**src/rtl/pipe_hazard_seq_pkg.sv**
```systemverilog
// Shared encodings for the pipeline stall/flush sequencer: FSM states, PC source codes,
// per-stage bit indices and the stall/flush masks built from them.
package pipe_hazard_seq_pkg;

  typedef enum logic [1:0] {
    ST_RUN      = 2'd0,
    ST_MD_WAIT  = 2'd1,
    ST_MEM_WAIT = 2'd2,
    ST_TRAP_FL  = 2'd3
  } state_e;

  localparam logic [1:0] PC_SEL_SEQ  = 2'b00;
  localparam logic [1:0] PC_SEL_BR   = 2'b01;
  localparam logic [1:0] PC_SEL_TRAP = 2'b10;

  // Bit positions of the stage registers inside stall/flush vectors.
  localparam int STG_PC    = 0;
  localparam int STG_IFID  = 1;
  localparam int STG_IDEX  = 2;
  localparam int STG_EXMEM = 3;
  localparam int STG_WB    = 4;
  localparam int NUM_STG   = 5;

  typedef logic [NUM_STG-1:0] stg_vec_t;

  // Contiguous mask covering stages lo..hi inclusive.
  function automatic stg_vec_t stg_span(input int lo, input int hi);
    return stg_vec_t'((32'd1 << (hi + 1)) - (32'd1 << lo));
  endfunction

  localparam stg_vec_t STALL_MEM   = stg_span(STG_PC, STG_EXMEM);
  localparam stg_vec_t FLUSH_MEM   = stg_span(STG_WB, STG_WB);
  localparam stg_vec_t FLUSH_TRAP  = stg_span(STG_PC, STG_EXMEM);
  localparam stg_vec_t FLUSH_DRAIN = stg_span(STG_PC, STG_IFID);
  localparam stg_vec_t STALL_MD    = stg_span(STG_PC, STG_IDEX);
  localparam stg_vec_t FLUSH_MD    = stg_span(STG_EXMEM, STG_EXMEM);
  localparam stg_vec_t FLUSH_BR    = stg_span(STG_IFID, STG_IDEX);
  localparam stg_vec_t STALL_LU    = stg_span(STG_PC, STG_IFID);
  localparam stg_vec_t FLUSH_LU    = stg_span(STG_IDEX, STG_IDEX);

endpackage

```
**src/rtl/pipe_hazard_seq_stall_cnt.sv**
```systemverilog
// Loadable saturating down-counter shared by the mul/div wait and the trap drain sequence.
module stall_cnt #(
  parameter int W = 3
) (
  input  logic         clk,
  input  logic         rst,
  input  logic         load,
  input  logic [W-1:0] load_val,
  input  logic         dec,
  output logic [W-1:0] cnt,
  output logic         zero,
  output logic         last
);

  // NOTE: clocked state uses non-blocking assignments so every register samples pre-edge values.
  always_ff @(posedge clk) begin
    if (rst) begin
      cnt <= '0;
    end else if (load) begin
      cnt <= load_val;
    end else if (dec && (cnt != '0)) begin
      cnt <= cnt - 1'b1;
    end
  end

  assign zero = (cnt == '0);
  // Final decrement step: the next cycle sees zero.
  assign last = (cnt <= W'(1));

endmodule

```
**src/rtl/pipe_hazard_seq.sv**
```systemverilog
// Stall/flush sequencer for the 5-stage core: arbitrates memory wait, trap entry, mul/div,
// taken branches and load-use hazards, and drives per-stage stall/flush plus PC source.
module pipe_hazard_seq
  import pipe_hazard_seq_pkg::*;
#(
  parameter int MULDIV_LAT = 4,
  parameter int TRAP_DRAIN = 2,
  parameter int CNT_W      = 3
) (
  input  logic       clk,
  input  logic       rst,
  input  logic       ld_use_i,
  input  logic       muldiv_start_i,
  input  logic       mem_req_i,
  input  logic       mem_ack_i,
  input  logic       br_taken_i,
  input  logic       trap_i,
  output logic [4:0] stall_o,
  output logic [4:0] flush_o,
  output logic [1:0] pc_sel_o,
  output logic       trap_ack_o,
  output logic       busy_o
);

  localparam logic [CNT_W-1:0] MD_LOAD   = CNT_W'(MULDIV_LAT - 1);
  localparam logic [CNT_W-1:0] TRAP_LOAD = CNT_W'(TRAP_DRAIN - 1);

  state_e             state, state_nxt;
  logic               trap_seen;
  logic               cnt_load, cnt_dec;
  logic [CNT_W-1:0]   cnt_load_val;
  logic [CNT_W-1:0]   cnt;
  logic               cnt_zero, cnt_last;
  logic               mem_wait, trap_take;

  assign mem_wait  = mem_req_i & ~mem_ack_i;
  // A trap already acknowledged stays masked until trap_i drops, so one request yields one ack.
  assign trap_take = trap_i & ~trap_seen;

  stall_cnt #(.W(CNT_W)) u_cnt (
    .clk      (clk),
    .rst      (rst),
    .load     (cnt_load),
    .load_val (cnt_load_val),
    .dec      (cnt_dec),
    .cnt      (cnt),
    .zero     (cnt_zero),
    .last     (cnt_last)
  );

  always_ff @(posedge clk) begin
    if (rst) begin
      state     <= ST_RUN;
      trap_seen <= 1'b0;
    end else begin
      state <= state_nxt;
      if (trap_ack_o) begin
        trap_seen <= 1'b1;
      end else if (!trap_i) begin
        trap_seen <= 1'b0;
      end
    end
  end

  // NOTE: every comb output gets a default first, so no path leaves it unassigned (no latches).
  always_comb begin
    state_nxt    = state;
    cnt_load     = 1'b0;
    cnt_load_val = '0;
    cnt_dec      = 1'b0;
    if (mem_wait) begin
      state_nxt = ST_MEM_WAIT;
    end else begin
      unique case (state)
        ST_RUN: begin
          if (trap_take) begin
            cnt_load     = 1'b1;
            cnt_load_val = TRAP_LOAD;
            state_nxt    = ST_TRAP_FL;
          end else if (muldiv_start_i && (MULDIV_LAT > 1)) begin
            cnt_load     = 1'b1;
            cnt_load_val = MD_LOAD;
            state_nxt    = ST_MD_WAIT;
          end
        end
        ST_MD_WAIT: begin
          // A trap aborts the in-flight mul/div and reuses the counter for the drain.
          if (trap_take) begin
            cnt_load     = 1'b1;
            cnt_load_val = TRAP_LOAD;
            state_nxt    = ST_TRAP_FL;
          end else begin
            cnt_dec = 1'b1;
            if (cnt_last) state_nxt = ST_RUN;
          end
        end
        ST_MEM_WAIT: begin
          state_nxt = ST_RUN;
        end
        ST_TRAP_FL: begin
          if (cnt_zero) state_nxt = ST_RUN;
          else          cnt_dec   = 1'b1;
        end
        default: state_nxt = ST_RUN;
      endcase
    end
  end

  always_comb begin
    stall_o    = '0;
    flush_o    = '0;
    pc_sel_o   = PC_SEL_SEQ;
    trap_ack_o = 1'b0;
    busy_o     = 1'b0;
    if (!rst) begin
      busy_o = (state != ST_RUN);
      if (mem_wait) begin
        stall_o = STALL_MEM;
        flush_o = FLUSH_MEM;
      end else begin
        unique case (state)
          ST_RUN: begin
            if (trap_take) begin
              flush_o    = FLUSH_TRAP;
              pc_sel_o   = PC_SEL_TRAP;
              trap_ack_o = 1'b1;
            end else if (muldiv_start_i) begin
              stall_o = '0;
            end else if (br_taken_i) begin
              flush_o  = FLUSH_BR;
              pc_sel_o = PC_SEL_BR;
            end else if (ld_use_i) begin
              stall_o = STALL_LU;
              flush_o = FLUSH_LU;
            end
          end
          ST_MD_WAIT: begin
            if (trap_take) begin
              flush_o    = FLUSH_TRAP;
              pc_sel_o   = PC_SEL_TRAP;
              trap_ack_o = 1'b1;
            end else begin
              stall_o = STALL_MD;
              flush_o = FLUSH_MD;
            end
          end
          ST_TRAP_FL: flush_o = FLUSH_DRAIN;
          default:    stall_o = '0;
        endcase
      end
    end
  end

endmodule

```
**config.mk**
```make
export PLATFORM = sky130hd
export DESIGN_NAME = pipe_hazard_seq
export DESIGN_NICKNAME = d
export VERILOG_FILES = /design/src/rtl/pipe_hazard_seq_pkg.sv /design/src/rtl/pipe_hazard_seq_stall_cnt.sv /design/src/rtl/pipe_hazard_seq.sv
export SDC_FILE = /design/constraint.sdc
export NUM_CORES = 1
export LEC_CHECK = 0
export BUFFER_PORTS_ARGS = -buffer_cell sky130_fd_sc_hd__buf_2
export CORE_ASPECT_RATIO = 0.7
export CORE_MARGIN = 2
export CORE_UTILIZATION = 32
export CTS_BUF_LIST = sky130_fd_sc_hd__clkbuf_16
export CTS_CLUSTER_DIAMETER = 40
export DETAILED_ROUTE_END_ITERATION = 8
export HOLD_SLACK_MARGIN = 0.12
export MAX_ROUTING_LAYER = met4
export SLEW_MARGIN = 15
export SYNTH_ARGS = -nofsm -noshare
export SYNTH_HDL_FRONTEND = slang
export SYNTH_HIERARCHICAL = 1
export SYNTH_SLANG_ARGS = --single-unit
export TNS_END_PERCENT = 1
```
**constraint.sdc**
```tcl
create_clock -name clk -period 2.5 [get_ports clk]
set_input_delay 0.125 -clock clk [delete_from_list [all_inputs] [get_ports clk]]
set_output_delay 0.125 -clock clk [all_outputs]
set_load 0.01 [all_outputs]
```
# [Yosys cells after proc, flatten, opt, wreduce, memory -nomap -nowiden]
# Cells that the tools add are included.
[totals] regBits=6 input_bits=8 out_inout_bits=14 word_cells=82
[op_classes] add_sub_neg=1 n_lt_le_gt_ge=1 n_eq_ne=10 n_mux=52 bitwise=4 n_reduce_logical=10
[ops] operator="$mux 2" count=17
[ops] operator="$mux 3" count=7
[ops] operator="$mux 1" count=16
[ops] operator="$mux 4" count=3
[ops] operator="$pmux 4 s3" count=1
[ops] operator="$mux 5" count=2
[ops] operator="$ne 3x3->1 const B" count=3
[ops] operator="$ne 4x4->1 const B" count=2
[ops] operator="$pmux 2 s2" count=2
[ops] operator="$pmux 2 s4" count=1
[ops] operator="$pmux 3 s2" count=1
[ops] operator="$reduce_and 3->1" count=2
[ops] operator="$eq 2x2->1 const B" count=2
[ops] operator="$pmux 1 s2" count=2
[ops] operator="$reduce_bool 2->1" count=2
[ops] operator="$reduce_or 2->1" count=2
[ops] operator="$le 3x1->1 const B" count=1
[ops] operator="$logic_not 3->1" count=1
[ops] operator="$reduce_bool 3->1" count=1
[ops] operator="$sub 3x1->3 const B" count=1
[ops] operator="$and 1x1->1" count=2
[ops] operator="$eq 2x1->1 const B" count=1
[ops] operator="$logic_not 2->1" count=1
[ops] operator="$ne 2x1->1 const B" count=1
[ops] operator="other kinds (3)" count=4

# [Longest topological paths before layout]
[logic_depth] ltp_word=8 mapped_depth=9

# [Modules after synthesis]
# The synthesis kept the hierarchy.
[by_module_without_submodules] module="pipe_hazard_seq" instances=1 cells_each=55 area_per_inst_um2=406.6
[by_module_without_submodules] module="stall_cnt" instances=1 cells_each=26 area_per_inst_um2=222.7

# [Worst setup path before layout]
# Ideal clock, no wire load.
[synth_path] path_kind="flip-flop to flip-flop" from="reg u_cnt.cnt[0]" to="reg u_cnt.cnt[2]" setup_ns=0.123 arrival_ns=1.408 required_ns=2.377 slack_ns=0.969 stages_incl_launch_ff=10 path_buffers=0 synth_period_minus_slack_ns=1.531 path_cell_list="dfxtp_1 > inv_1 > ha_1 > nand2b_4 > inv_1 > nand2_1 > and3_1 > a21boi_0 > a311oi_1 > nor3_1"
[synth_between] elab_chain_cells=6
[synth_lines] element="from (decl)" line_no="pipe_hazard_seq_stall_cnt.sv:10" rtl="output logic [W-1:0] cnt,"
[synth_lines] element="from (signal assigned)" line_no="pipe_hazard_seq_stall_cnt.sv:20" rtl="cnt <= load_val;"
[synth_lines] element="from (signal assigned)" line_no="pipe_hazard_seq_stall_cnt.sv:22" rtl="cnt <= cnt - 1'b1;"
[synth_lines] element="$logic_not 3->1" line_no="pipe_hazard_seq_stall_cnt.sv:26" rtl="assign zero = (cnt == '0);"
[synth_lines] element="net cnt_zero" line_no="pipe_hazard_seq.sv:33" rtl="logic cnt_zero, cnt_last;"
[synth_lines] element="$mux 1" line_no="pipe_hazard_seq.sv:101" rtl="if (cnt_zero) state_nxt = ST_RUN;"
[synth_lines] element="$pmux 1 s2" line_no="pipe_hazard_seq.sv:74" rtl="unique case (state)"
[synth_lines] element="$mux 1" line_no="pipe_hazard_seq.sv:71" rtl="if (mem_wait) begin"
[synth_lines] element="net cnt_dec" line_no="pipe_hazard_seq.sv:30" rtl="logic cnt_load, cnt_dec;"
[synth_lines] element="$logic_and 1x1->1" line_no="pipe_hazard_seq_stall_cnt.sv:21" rtl="end else if (dec && (cnt != '0)) begin"
[synth_lines] element="$reduce_bool 2->1 (no line)"
# The timed path passes the listed nets, and every way through them passes these cells. The select of a mux whose other input is x is not followed.
# A chain may end at the register's enable or synchronous reset.

# [Worst setup path in the final report]
[layout_path] from="reg state[1]" to="reg u_cnt.cnt[2]"
[layout_between] elab_chain_cells=5
[layout_lines] element="from (decl)" line_no="pipe_hazard_seq.sv:28" rtl="state_e state, state_nxt;"
[layout_lines] element="from (signal assigned)" line_no="pipe_hazard_seq.sv:56" rtl="state <= state_nxt;"
[layout_lines] element="$eq 2x2->1 or $eq 2x1->1 (tied branches)" line_no="pipe_hazard_seq.sv:74"
[layout_lines] element="$pmux 1 s2 *" line_no="pipe_hazard_seq.sv:74"
[layout_lines] element="$mux 1 *" line_no="pipe_hazard_seq.sv:71"
[layout_lines] element="net cnt_dec" line_no="pipe_hazard_seq.sv:30"
[layout_lines] element="$logic_and 1x1->1 *" line_no="pipe_hazard_seq_stall_cnt.sv:21"
[layout_lines] element="$reduce_bool 2->1 (no line) *"
# Mark *: on every way through the listed nets, which the timed path passes. The rest lies on a longest branch.

==> impl_metrics.ini <==
[outcome]
status = finished, final reports clean

[logic_synthesis]
syn_inst = 81
ys_seq_area_share_pct = 19.09
synth_area_um2 = 629.4
ys_types = 35
synth_seq_cells = 6
syn_area_per_cell_um2 = 7.770
yosysWarnings = 6

[die]
start_util_pct = 33.94
die-area_um2 = 2343
num_rows = 13
die_w_um = 57.01
ios = 22
core-area_um2 = 1854
die_h_um = 41.11

[critical_path]
max_stage_delay_ns = 0.58
r2r_slack_ns = 0.62
cp.required_ns = 2.61
worstPathCellList = inv_1 > a21oi_1 > and3_1 > a21boi_0 > a311oi_1 > nor3_1
crit_path_end_kind = register
critical_path_class = register to register
critical_path.max_fanout = 12
cp-start-kind = register
worstPathArrival_ns = 1.99
critPathSlowestCell = dfxtp_1

[sta]
setup_viol = 0
fin_tns_setup_ns = 0
slew-limit-headroom_pct = 53.45
fin_crit_ns = 1.883
finClkSkew_ns = 0.002131
holdWs_ns = 0.1780
maxSlewViolCount = 0
worst_pin_slew_ns = 0.6941
fin_crit_sh_pct = 75.32
finalHoldViolations = 0
fmax_mhz = 531.1
grt_setup_unrepaired = no

[detailed_routing]
drt-wirelength-per-cell_um = 11.24
vias_per_cell = 5.076
ant_nets = 0
first_pass_iters = 4
vias = 604
first_iter_violations = 12
routed_wl_um = 1338
drc = 0

[cts]
clockBufferDepth = 2
cts_sinks = 6
cts_max_level = 1
insertion_delay_ns = 0.23
postCtsSetupBuffers = 0
ctsResizeCount = 0
cts_tree = built
cts_made_buffers = 3
clkTransAtPathRegs_ns = 0.03
cts_root_buf = clkbuf_16
hold_buffers = 0

[power_and_ir_drop]
sw_frac_of_total_pct = 27.54
peakVddDrop_v = 0.0005081
leakagePower_nw = 0.3588
pwr-share-seq_pct = 23.4
p_clk_share_pct = 50.3
p_int_w = 0.0003674
combPwrFrac_pct = 26.3
power_density_nw_per_um2 = 653.6
p_sw_w = 0.0001396

[place]
place_congestion = 0.7800
io_buffers = 20
hpwl_um = 1005
dp.cells = 116

[flow_run]
max_cap_violations = 0

[grt]
grt_pass1_wl_um = 2049
grt_pass1_vias = 483
grt_max_degree = 13
grtUsageTotal_pct = 12.22
antenna_found_initial = 0
overflow = 0

[final_layout]
areaGrowthSynthToFinish_pct = 23.26
drive_gt1_share_pct = 34.02
antenna_cells = 0
finalNetCount = 110
fin_util_pct = 41.84
fin_cells = 119

[worst_hold_path]
hp-class = primary input to register
[worst max-delay path, delay by kind of cell (launching register included)]
| family | cells | cell delay (ns) |
|---|---|---|
| AOI/OAI and AO/OA | 3 | 0.59 |
| DFF | 1 | 0.58 |
| and+or+nand+nor | 2 | 0.36 |
| buffers and inverters | 1 | 0.24 |
[cells in the mapped netlist]
| cell | count | area (um2) |
|---|---|---|
| a211oi_1 | 3 | 22.52 |
| a211oi_2 | 1 | 12.51 |
| a21boi_0 | 1 | 7.510 |
| a21oi_1 | 8 | 40.04 |
| a311o_1 | 1 | 10.01 |
| a311oi_1 | 1 | 8.760 |
| a311oi_2 | 1 | 15.01 |
| a31oi_1 | 1 | 6.260 |
| and3_1 | 2 | 12.51 |
| and3b_1 | 1 | 8.760 |
| buf_2 | 3 | 15.01 |
| buf_4 | 3 | 22.52 |
| buf_6 | 2 | 22.52 |
| conb_1 | 1 | 3.750 |
| dfxtp_1 | 6 | 120.1 |
| ha_1 | 3 | 37.54 |
| inv_1 | 5 | 18.77 |
| mux2i_1 | 1 | 10.01 |
| nand2_1 | 3 | 11.26 |
| nand2b_1 | 3 | 18.77 |
| nand2b_4 | 1 | 13.76 |
| nand3b_1 | 1 | 7.510 |
| nor2_1 | 10 | 37.54 |
| nor2b_1 | 3 | 18.77 |
| nor2b_4 | 1 | 13.76 |
| nor3_1 | 2 | 10.01 |
| nor3_2 | 4 | 40.04 |
| o21a_1 | 1 | 7.510 |
| o21ai_0 | 1 | 5.000 |
| o21ai_2 | 1 | 8.760 |
| o21bai_1 | 2 | 15.01 |
| o31a_1 | 1 | 8.760 |
| or2_1 | 1 | 6.260 |
| or2_2 | 1 | 6.260 |
| or3_1 | 1 | 6.260 |
[layer usage]
layer | track usage [%] | up-vias | part of all wire, %
met1 | 15.02 | 271 | 49
met4 | 6.977 | 0 | 0.90
met3 | 4.101 | 2 | 5.8
met2 | 17.82 | 18 | 44
met5 | - | - | 0
li1 | - | 313 | -
[worst paths after layout]
| path | depth (start not counted) | endpoint | from |
|---|---|---|---|
| setup / recovery | 6 | u_cnt/cnt[2] | state[1] |
| hold / removal | 2 | trap_seen | trap_i |
| setup reg to reg | 6 | u_cnt/cnt[2] | state[1] |
| hold reg to reg | 2 | u_cnt/cnt[1] | u_cnt/cnt[1] |
[logic make-up (layout without fill, tap and decap cells)]
kind of cell,after synthesis,after routing,share of synthesized area (%)
and+or+nand+nor,34,34,33.60
buffers and inverters,13,28,12.52
other,1,2,0.5958
muxes,1,1,1.591
DFF,6,6,19.09
adders and majority gates,3,3,5.965
AOI/OAI and AO/OA,23,23,26.64
[flip-flops by register name (all words and copies together) (netlist names)]
name	flops
u_cnt/cnt	3
state	2
trap_seen	1
[cell type report]
cell class              instances  area, um2
fillers                       191       1079
multi-input cells              63      434.2
flip-flops and latches          6      120.1
repair buffers                 20      100.1
clock buffers                   3      75.07
well taps                      22      27.53
inverters                       5      18.77
[placed cells by master, fill, tap and decap left out, types with 2 or more instances in the layout]
cell type  netlist  layout
nor2_1          10      10
clkbuf_16        0       3
o21bai_1         2       2
nand2b_1         3       3
conb_1           1       2
ha_1             3       3
buf_2            3      20
a211oi_1         3       3
a21oi_1          8       8
nor3_2           4       4
dfxtp_1          6       6
and3_1           2       2
inv_1            5       5
nor3_1           2       2
nand2_1          3       3
nor2b_1          3       3
[per-stage QoR]
step / setup slack, ns / area [um2] / power [W]
after floorplan: 0.9689 / 633.1 / 0.0002247
after global placement: 0.7185 / 700.7 / 0.0002520
after global routing: 0.4551 / 775.7 / 0.0005341
after CTS: 0.6493 / 775.7 / 0.0005103
after detailed placement: 0.6542 / 700.7 / 0.0002523
final: 0.6170 / 775.7 / 0.0005070
[power by group through the flow]
stage / logic (W) / registers, W / clock network (W)
detailed placement: 0.000132 / 0.000120 / 0
global route: 0.000149 / 0.000120 / 0.000265
global placement: 0.000132 / 0.000120 / 0
floorplan: 0.000114 / 0.000111 / 0
CTS: 0.000133 / 0.000118 / 0.000259
finish: 0.000133 / 0.000119 / 0.000255
Power figures use the tool's default switching activity.
